### config.mk
export PLATFORM = sky130hd
export DESIGN_NAME = div_result_collector
export DESIGN_NICKNAME = d
export VERILOG_FILES = /design/src/rtl/div_result_collector.sv
export SDC_FILE = /design/constraint.sdc
export NUM_CORES = 1
export LEC_CHECK = 0
export BUFFER_PORTS_ARGS = -buffer_cell sky130_fd_sc_hd__buf_2
export CAP_MARGIN = 15
export CORE_MARGIN = 2
export CORE_UTILIZATION = 43
export DETAILED_ROUTE_END_ITERATION = 8
export SYNTH_ARGS = -nofsm -noshare
export SYNTH_HDL_FRONTEND = slang
export SYNTH_SLANG_ARGS = --single-unit
### constraint.sdc
create_clock -name clk -period 2.3 [get_ports clk]
set_input_delay 0.115 -clock clk [delete_from_list [all_inputs] [get_ports clk]]
set_output_delay 0.115 -clock clk [all_outputs]
set_load 0.01 [all_outputs]
### src/rtl/div_result_collector.sv
// div_result_collector
// Downstream stage of the restoring divider. On each divide-complete pulse it
// steers the divider's shared result bus to read the quotient and then the
// remainder. It packs both with the zero/overflow flags into one record and
// queues the record in a small FIFO that drains over a valid/ready handshake.
module div_result_collector #(
   parameter int W     = 5,   // divider data width (quotient, remainder, bus)
   parameter int DEPTH = 4    // FIFO depth in records, power of 2, >= 2
) (
   input  logic                     clk,
   input  logic                     rst,
   input  logic                     div_done,
   input  logic                     div_zf,
   input  logic                     div_of,
   input  logic [W-1:0]             bus_data,
   output logic                     sel_out,
   output logic                     tri_en,
   output logic                     coll_ready,
   output logic                     m_valid,
   input  logic                     m_ready,
   output logic [W-1:0]             m_quot,
   output logic [W-1:0]             m_rem,
   output logic                     m_zf,
   output logic                     m_of,
   output logic [$clog2(DEPTH):0]   count,
   output logic                     drop_err,
   input  logic                     clr_err
);

   localparam int AW = $clog2(DEPTH);
   localparam int CW = AW + 1;

   typedef enum logic [1:0] {
      IDLE = 2'd0,
      RD_Q = 2'd1,
      RD_R = 2'd2,
      PUSH = 2'd3
   } state_t;

   typedef struct packed {
      logic         zf;
      logic         of;
      logic [W-1:0] q;
      logic [W-1:0] r;
   } rec_t;

   state_t          state_q;
   state_t          state_d;

   rec_t            rec_q;        // record being assembled
   rec_t            mem [DEPTH];  // FIFO storage
   rec_t            head;

   logic [AW-1:0]   wr_ptr;
   logic [AW-1:0]   rd_ptr;
   logic [CW-1:0]   count_q;

   logic            full;
   logic            accept;
   logic            drop;
   logic            push_en;
   logic            pop;

   // ------------------------------------------------------------------
   // Handshake qualifiers
   // ------------------------------------------------------------------

   // A completion is taken only when idle with room for its record;
   // any other completion is lost and flagged.
   assign full    = (count_q == CW'(DEPTH));
   assign accept  = div_done && (state_q == IDLE) && !full;
   assign drop    = div_done && !accept;
   assign m_valid = (count_q != '0);
   assign pop     = m_valid && m_ready;
   assign count   = count_q;

   // ------------------------------------------------------------------
   // Read sequencer FSM
   // ------------------------------------------------------------------

   // State register; reset returns to IDLE at once, abandoning any partial read.
   // NOTE: sequential state uses non-blocking (<=) so every flop samples
   // the pre-edge values of the others, independent of block ordering.
   always_ff @(posedge clk or posedge rst) begin
      if (rst) begin
         state_q <= IDLE;
      end else begin
         state_q <= state_d;
      end
   end

   // Next-state: flagged results skip the bus reads, clean results read Q then R.
   // NOTE: every combinational output gets a default first so no path
   // leaves it unassigned, which would otherwise infer a latch.
   always_comb begin
      state_d = state_q;
      case (state_q)
         IDLE: begin
            if (accept) begin
               state_d = (div_zf || div_of) ? PUSH : RD_Q;
            end
         end
         RD_Q:    state_d = RD_R;
         RD_R:    state_d = PUSH;
         PUSH:    state_d = IDLE;
         default: state_d = IDLE;
      endcase
   end

   // Outputs decoded from state only, so tri_en follows reset immediately.
   always_comb begin
      sel_out    = 1'b0;
      tri_en     = 1'b0;
      coll_ready = 1'b0;
      push_en    = 1'b0;
      case (state_q)
         IDLE: coll_ready = !full;
         RD_Q: begin
            sel_out = 1'b1;
            tri_en  = 1'b1;
         end
         RD_R: begin
            sel_out = 1'b0;
            tri_en  = 1'b1;
         end
         PUSH:    push_en = 1'b1;
         default: ;
      endcase
   end

   // ------------------------------------------------------------------
   // Record assembly
   // ------------------------------------------------------------------

   // Flags latch with the accepted pulse; data fields fill from the bus in turn.
   always_ff @(posedge clk or posedge rst) begin
      if (rst) begin
         rec_q <= '0;
      end else begin
         case (state_q)
            IDLE: begin
               if (accept) begin
                  rec_q.zf <= div_zf;
                  rec_q.of <= div_of;
                  rec_q.q  <= '0;
                  rec_q.r  <= '0;
               end
            end
            RD_Q:    rec_q.q <= bus_data;
            RD_R:    rec_q.r <= bus_data;
            default: ;
         endcase
      end
   end

   // ------------------------------------------------------------------
   // Record FIFO
   // ------------------------------------------------------------------

   // Storage write in PUSH.
   // NOTE: the array is deliberately not reset; the head outputs are
   // gated by m_valid, so stale contents are never visible.
   always_ff @(posedge clk) begin
      if (push_en) begin
         mem[wr_ptr] <= rec_q;
      end
   end

   // Pointers wrap naturally at DEPTH; push and pop together leave occupancy unchanged.
   always_ff @(posedge clk or posedge rst) begin
      if (rst) begin
         wr_ptr  <= '0;
         rd_ptr  <= '0;
         count_q <= '0;
      end else begin
         if (push_en) begin
            wr_ptr <= wr_ptr + AW'(1);
         end
         if (pop) begin
            rd_ptr <= rd_ptr + AW'(1);
         end
         count_q <= count_q + CW'(push_en) - CW'(pop);
      end
   end

   // Head record presented straight from storage, zero when the FIFO is empty.
   always_comb begin
      head   = mem[rd_ptr];
      m_quot = '0;
      m_rem  = '0;
      m_zf   = 1'b0;
      m_of   = 1'b0;
      if (m_valid) begin
         m_quot = head.q;
         m_rem  = head.r;
         m_zf   = head.zf;
         m_of   = head.of;
      end
   end

   // ------------------------------------------------------------------
   // Lost-completion flag
   // ------------------------------------------------------------------

   // Sticky drop flag; a drop in the same cycle as a clear keeps it set.
   always_ff @(posedge clk or posedge rst) begin
      if (rst) begin
         drop_err <= 1'b0;
      end else if (drop) begin
         drop_err <= 1'b1;
      end else if (clr_err) begin
         drop_err <= 1'b0;
      end
   end

endmodule

==> run_results.csv, run 1 <==
group,metric,value,unit
outcome,status,"finished, final reports clean",
clocking,cts_setup_buffers,0,
yosys,synthSimpleGateAreaFrac,7.20,%
global_route,grt_pass1_wl,7970,um
floorplan,fp-row-count,30,
power_and_ir_drop,power_leakage,1.35,nW
critical_path,start_kind,"flip-flop",
sta,min_period,2.18,ns
critical_path,worstSetupPathType,"reg2reg",
yosys,syn_nets,188,
critical_path,required,2.56,ns
sta,worst_slack,0.116,ns
sta,tightest_slew,0.825,ns
clocking,clk_pin_slew,0.06,ns
clocking,h-tree-depth,3,
global_route,grt_max_degree,23,
drt,drt_iter0_drc,109,
drt,wl_per_cell,16.7,um
yosys,async_flop_share,31.4,%
floorplan,start_util,43.7,%
layout,finalNetCount,233,
yosys,syn_inst,164,
power_and_ir_drop,ir_drop,0.745,mV
clocking,cts_buffer_depth,2,
yosys,yosys_warnings,0,
layout,nFillCells,574,
drt,drt_wl_total,4900,um
clocking,cts-buffers-inserted,9,
yosys,ys_types,27,
layout,regArea,1990,um2
layout,multi_input_area,860,um2
floorplan,dieArea,7460,um2
yosys,synth_edf_count,48,
yosys,synth-xor-area-share,1.50,%
drt,drc_errors,0,
global_route,overflow,0,
layout,area_delta_synth_final,16.2,%
yosys,synth_top_family_by_area,"multiplexers",
critical_path,critPathMaxFanout,2,
yosys,ys_ff_latch,70,
yosys,synth_area,2920,um2
sta,skew,0.00452,ns
placement,dp_slack,0.0559,ns
drt,viasPerCell,5.22,
yosys,muxShareOfSynthArea,11.0,%
floorplan,die_h,86.4,um
placement,port_buffers,31,
job,cap_violations,0,
drt,postRouteAntennaNets,0,
sta,rsz0062_at_grt,"no",
power_and_ir_drop,p_per_area,1410,nW/um2
critical_path,arrival,2.45,ns
layout,instances_no_fill,294,
sta,fin_setup_tns,0,ns
layout,final_common_cell,"edfxtp_1",
global_route,antenna_found_initial,0,
layout,drive_gt1_share,32.7,%
sta,setup_viol,0,
critical_path,worstSetupEndpointType,"flip-flop",
hold_path,hold_path_class,"in2reg",
sta,slew_violations,0,
placement,dp_hpwl,3460,um
sta,hold_viol,0,
clocking,clock-sinks,70,
floorplan,die_w,86.4,um
placement,gp_congestion,0.690,
sta,finalCritPeriodShare,94.9,%
yosys,yosysSeqAreaShare,68.2,%
floorplan,pin_count,32,
power_and_ir_drop,finalPower,4.78,mW
yosys,synth_ff_type,"edfxtp_1",
placement,dp.cells,276,
layout,final_cell_mix,"48 x edfxtp_1, 31 x buf_2, 22 x dfrtp_1",
yosys,syn_area_per_cell,17.8,um2
global_route,grt_pass1_vias,1593,
yosys,yosys.area_share.adder,5.40,%
layout,final_cell_area,3390,um2
clocking,worst_skew_pair.late_latency,0.33,ns
floorplan,core_area,6680,um2
clocking,cts_tree,"built",
sta,fmax,458,MHz
sta,slew_headroom,44.9,%
drt,vias,1534,
clocking,ctsRootBufferMaster,"clkbuf_8",
drt,firstDrtPassIters,4,
global_route,grt.total_usage,14.9,%
placement,placed_area,3190,um2
yosys,synth_compound_area_share,4.03,%
layout,n_antenna_cell,0,
## flip-flops by register name (all words and copies together), names as in the netlist
signal / count
state_q: 2
wr_ptr: 2
mem: 48
drop_err: 1
count: 3
rec_q: 12
rd_ptr: 2
## worst max-delay path: stages, from the launching register on
cell	delay, ns
dfrtp_1	0.38
or3_4	0.39
and2_4	0.17
ha_1	0.28
inv_1	0.06
ha_1	0.13
inv_1	0.05
fa_2	0.33
xnor2_1	0.19
xnor2_1	0.13
## synthesized netlist by cell type, types with 2 or more instances
master    count  share of area (%)
dfrtp_1      22                 19
mux2i_1       2               0.69
or3_4         2               0.77
xor2_1        2               0.60
ha_1         11                4.7
buf_6         2               0.77
a32o_1       10                3.4
edfxtp_1     48                 49
o22ai_1       2               0.43
inv_1        11                1.4
nor2_1        4               0.51
mux4_2       12                9.3
buf_2         2               0.34
and2_1       18                3.9
xnor2_1       3               0.90
mux2_4        2                1.0
## per-stage QoR
stage	hold slack (ns)	utilization [%]
finish	0.0267	50.8
CTS	0.00482	50.7
floorplan	0.104	-
global route	0.0170	50.8
detailed placement	0.320	47.7
global placement	0.303	47.7
## kinds of logic (layout without fill, tap and decap cells)
| family | after synthesis | in the layout |
|---|---|---|
| fa+ha+maj | 12 | 12 |
| mux | 16 | 16 |
| xor+xnor | 5 | 5 |
| compound gates | 13 | 13 |
| buf+inv | 16 | 66 |
| simple gates | 32 | 32 |
| flops | 70 | 70 |
## layer usage
metal  global-route usage, %  share of wire (%)
met1                    18.2                 44
met2                    23.8                 49
met3                    4.38                4.5
met4                    8.10                2.7
met5                       0                  0
## power by group
part           switching, mW  internal, mW
clock network          0.408         0.487
logic                  0.870         0.923
registers              0.258          1.84
## path summary, 6_finish.rpt
check                      slack (ns)                     to  cells past startpoint                  start
max                              0.12     count[2]$_DFF_PP0_                      9     count[0]$_DFF_PP0_
min                              0.03  rec_q[10]$_DFFE_PP0P_                      2                 div_of
max reg2reg                      0.12     count[2]$_DFF_PP0_                      9     count[0]$_DFF_PP0_
min reg2reg                      0.54  wr_ptr[0]$_DFFE_PP0N_                      1  wr_ptr[0]$_DFFE_PP0N_
max in group asynchronous        1.30  rec_q[11]$_DFFE_PP0P_                      3                    rst
min in group asynchronous        0.48   rec_q[3]$_DFFE_PP0P_                      3                    rst
## cell type report
cell class,count,share of cell area (%)
timing repair buffer,39,6.49
inverter,11,1.22
sequential,70,58.7
tap,80,2.95
clock inverter,6,1.55
clock buffer,10,3.76
multi-input combinational,78,25.3
## timing repair
action | CTS | global route
endpoints found under the hold margin | 23 | 0
resized for setup | 0 | 2
setup endpoints to repair | 0 | 1
hold buffers | 2 | 0
No activity file was read; power rests on OpenSTA's default activity.
==> run 2: changes to the inputs <==
--- a/config.mk
+++ b/config.mk
@@ -9,6 +9,7 @@
 export CAP_MARGIN = 15
 export CORE_MARGIN = 2
 export CORE_UTILIZATION = 43
+export CTS_BUF_LIST = sky130_fd_sc_hd__clkbuf_4 sky130_fd_sc_hd__clkbuf_8 sky130_fd_sc_hd__clkbuf_16
 export DETAILED_ROUTE_END_ITERATION = 8
 export SYNTH_ARGS = -nofsm -noshare
 export SYNTH_HDL_FRONTEND = slang
==> run 2 against run 1 <==
Net effect: worst hold slack is essentially flat; critical path depth is the same; final cell count is the same; power grew 0.24%; die area is the same; clock power grew 1%; cell area grew 0.11%; non-clock buffer count is the same; global-route usage is essentially flat; critical path type unchanged.
==> run_results.csv, run 2 (synthesis results as in run 1) <==
group,metric,value,unit
outcome,status,"finished, final reports clean",
clocking,worst_skew_pair.late_latency,0.33,ns
job,cap_violations,0,
clocking,clock-sinks,70,
critical_path,r2r_cells,9,
layout,final_cell_mix,"48 x edfxtp_1, 31 x buf_2, 22 x dfrtp_1",
sta,hold_viol,0,
hold_path,hold_path.startpoint,"div_of",
layout,post-route-util,50.8,%
sta,fmax,458,MHz
critical_path,startpoint,"count[0]$_DFF_PP0_",
global_route,grt.total_usage,14.9,%
layout,n_antenna_cell,0,
layout,regMostFlops,"mem",
clocking,clk_pin_slew,0.06,ns
critical_path,start_kind,"flip-flop",
critical_path,critPathMaxFanout,2,
power_and_ir_drop,ir_drop,0.745,mV
drt,postRouteAntennaNets,0,
global_route,grt_pass1_wl,7980,um
global_route,antenna_found_initial,0,
clocking,cts-buffers-inserted,9,
critical_path,worstSetupEndpointType,"flip-flop",
placement,port_buffers,31,
placement,dp.cells,276,
drt,drt_wl_total,4900,um
floorplan,dieArea,7460,um2
sta,slew_violations,0,
drt,vias,1532,
clocking,ctsRootBufferMaster,"clkbuf_8",
floorplan,die_h,86.4,um
layout,drive_gt1_share,33.2,%
hold_path,hold_path_class,"in2reg",
critical_path,worstSetupPathType,"reg2reg",
drt,viasPerCell,5.21,
sta,skew,0.00454,ns
placement,gp_congestion,0.690,
layout,area_delta_synth_final,16.4,%
sta,finalCritPeriodShare,94.9,%
layout,finalNetCount,233,
global_route,overflow,0,
drt,firstDrtPassIters,4,
critical_path,reg2reg_from,"count[0]$_DFF_PP0_",
clocking,cts_buffer_depth,2,
sta,tightest_slew,0.825,ns
sta,fin_setup_tns,0,ns
floorplan,start_util,43.7,%
layout,final_common_cell,"edfxtp_1",
drt,drc_errors,0,
floorplan,pin_count,32,
sta,slew_headroom,44.9,%
sta,min_period,2.18,ns
power_and_ir_drop,power_leakage,1.35,nW
power_and_ir_drop,p_per_area,1410,nW/um2
placement,dp_hpwl,3460,um
clocking,cts_tree,"built",
sta,rsz0062_at_grt,"no",
layout,largest_reg_flops,48,
floorplan,fp-row-count,30,
global_route,grt_max_degree,23,
layout,instances_no_fill,294,
hold_path,min_delay_path_depth,2,
drt,drt_iter0_drc,114,
clocking,h-tree-depth,3,
global_route,grt_pass1_vias,1592,
critical_path,arrival,2.45,ns
floorplan,die_w,86.4,um
power_and_ir_drop,finalPower,4.79,mW
drt,wl_per_cell,16.7,um
floorplan,core_area,6680,um2
sta,setup_viol,0,
clocking,cts_setup_buffers,0,
critical_path,required,2.56,ns
run 2: changes by cell type in the layout (fill, tap and decap cells not counted):
cell,change
clkbuf_1,-1
clkbuf_4,+1
run 2: layout make-up:
cell class | instances | area [um2]
Clock buffer | 10 | 131
Fill cell | 574 | 3280
Clock inverter | 6 | 52.6
Tap cell | 80 | 100
Timing Repair Buffer | 39 | 220
Multi-Input combinational cell | 78 | 860
Inverter | 11 | 41.3
Sequential cell | 70 | 1990
run 2: worst paths after layout:
kind                                         endpoint  slack [ns]
worst min register to register  wr_ptr[0]$_DFFE_PP0N_        0.54
worst max-delay path               count[2]$_DFF_PP0_        0.12
worst max register to register     count[2]$_DFF_PP0_        0.12
max in group asynchronous       rec_q[11]$_DFFE_PP0P_        1.30
worst min-delay path            rec_q[10]$_DFFE_PP0P_        0.03
min in group asynchronous        rec_q[3]$_DFFE_PP0P_        0.48
run 2: per-stage QoR:
| step | setup slack [ns] | hold slack, ns | cell area [um2] |
|---|---|---|---|
| after floorplan | 0.0110 | 0.104 | 2920 |
| after global placement | 0.135 | 0.303 | 3190 |
| after detailed placement | 0.0559 | 0.320 | 3190 |
| after CTS | 0.0361 | 0.00482 | 3390 |
| after global routing | 0.0135 | 0.0170 | 3400 |
| final | 0.116 | 0.0266 | 3400 |
run 2: metal layers:
layer  GRT usage, %  share of wire (%)  wire length [um]
met1           18.3                 44              2170
met2           23.7                 49              2380
met3           4.38                4.5               221
met4           8.10                2.7               130
met5              0                  0                 0
run 2: critical path, stage by stage (launching register included):
cell,delay (ns)
dfrtp_1,0.38
or3_4,0.39
and2_4,0.17
ha_1,0.28
inv_1,0.06
ha_1,0.13
inv_1,0.05
fa_2,0.33
xnor2_1,0.19
xnor2_1,0.13
run 2: repair_timing:
action | CTS | global route
endpoints found under the hold margin | 23 | 0
hold buffers | 2 | 0
gates resized for setup | 0 | 2
endpoints found under the setup margin | 0 | 1
run 2: report_power, final:
part	internal (mW)	total [mW]	leakage, nW	switching, mW
Clock	0.499	0.906	0.0983	0.407
Sequential	1.84	2.09	0.712	0.257
Combinational	0.923	1.79	0.542	0.871
Total	3.26	4.79	1.35	1.54
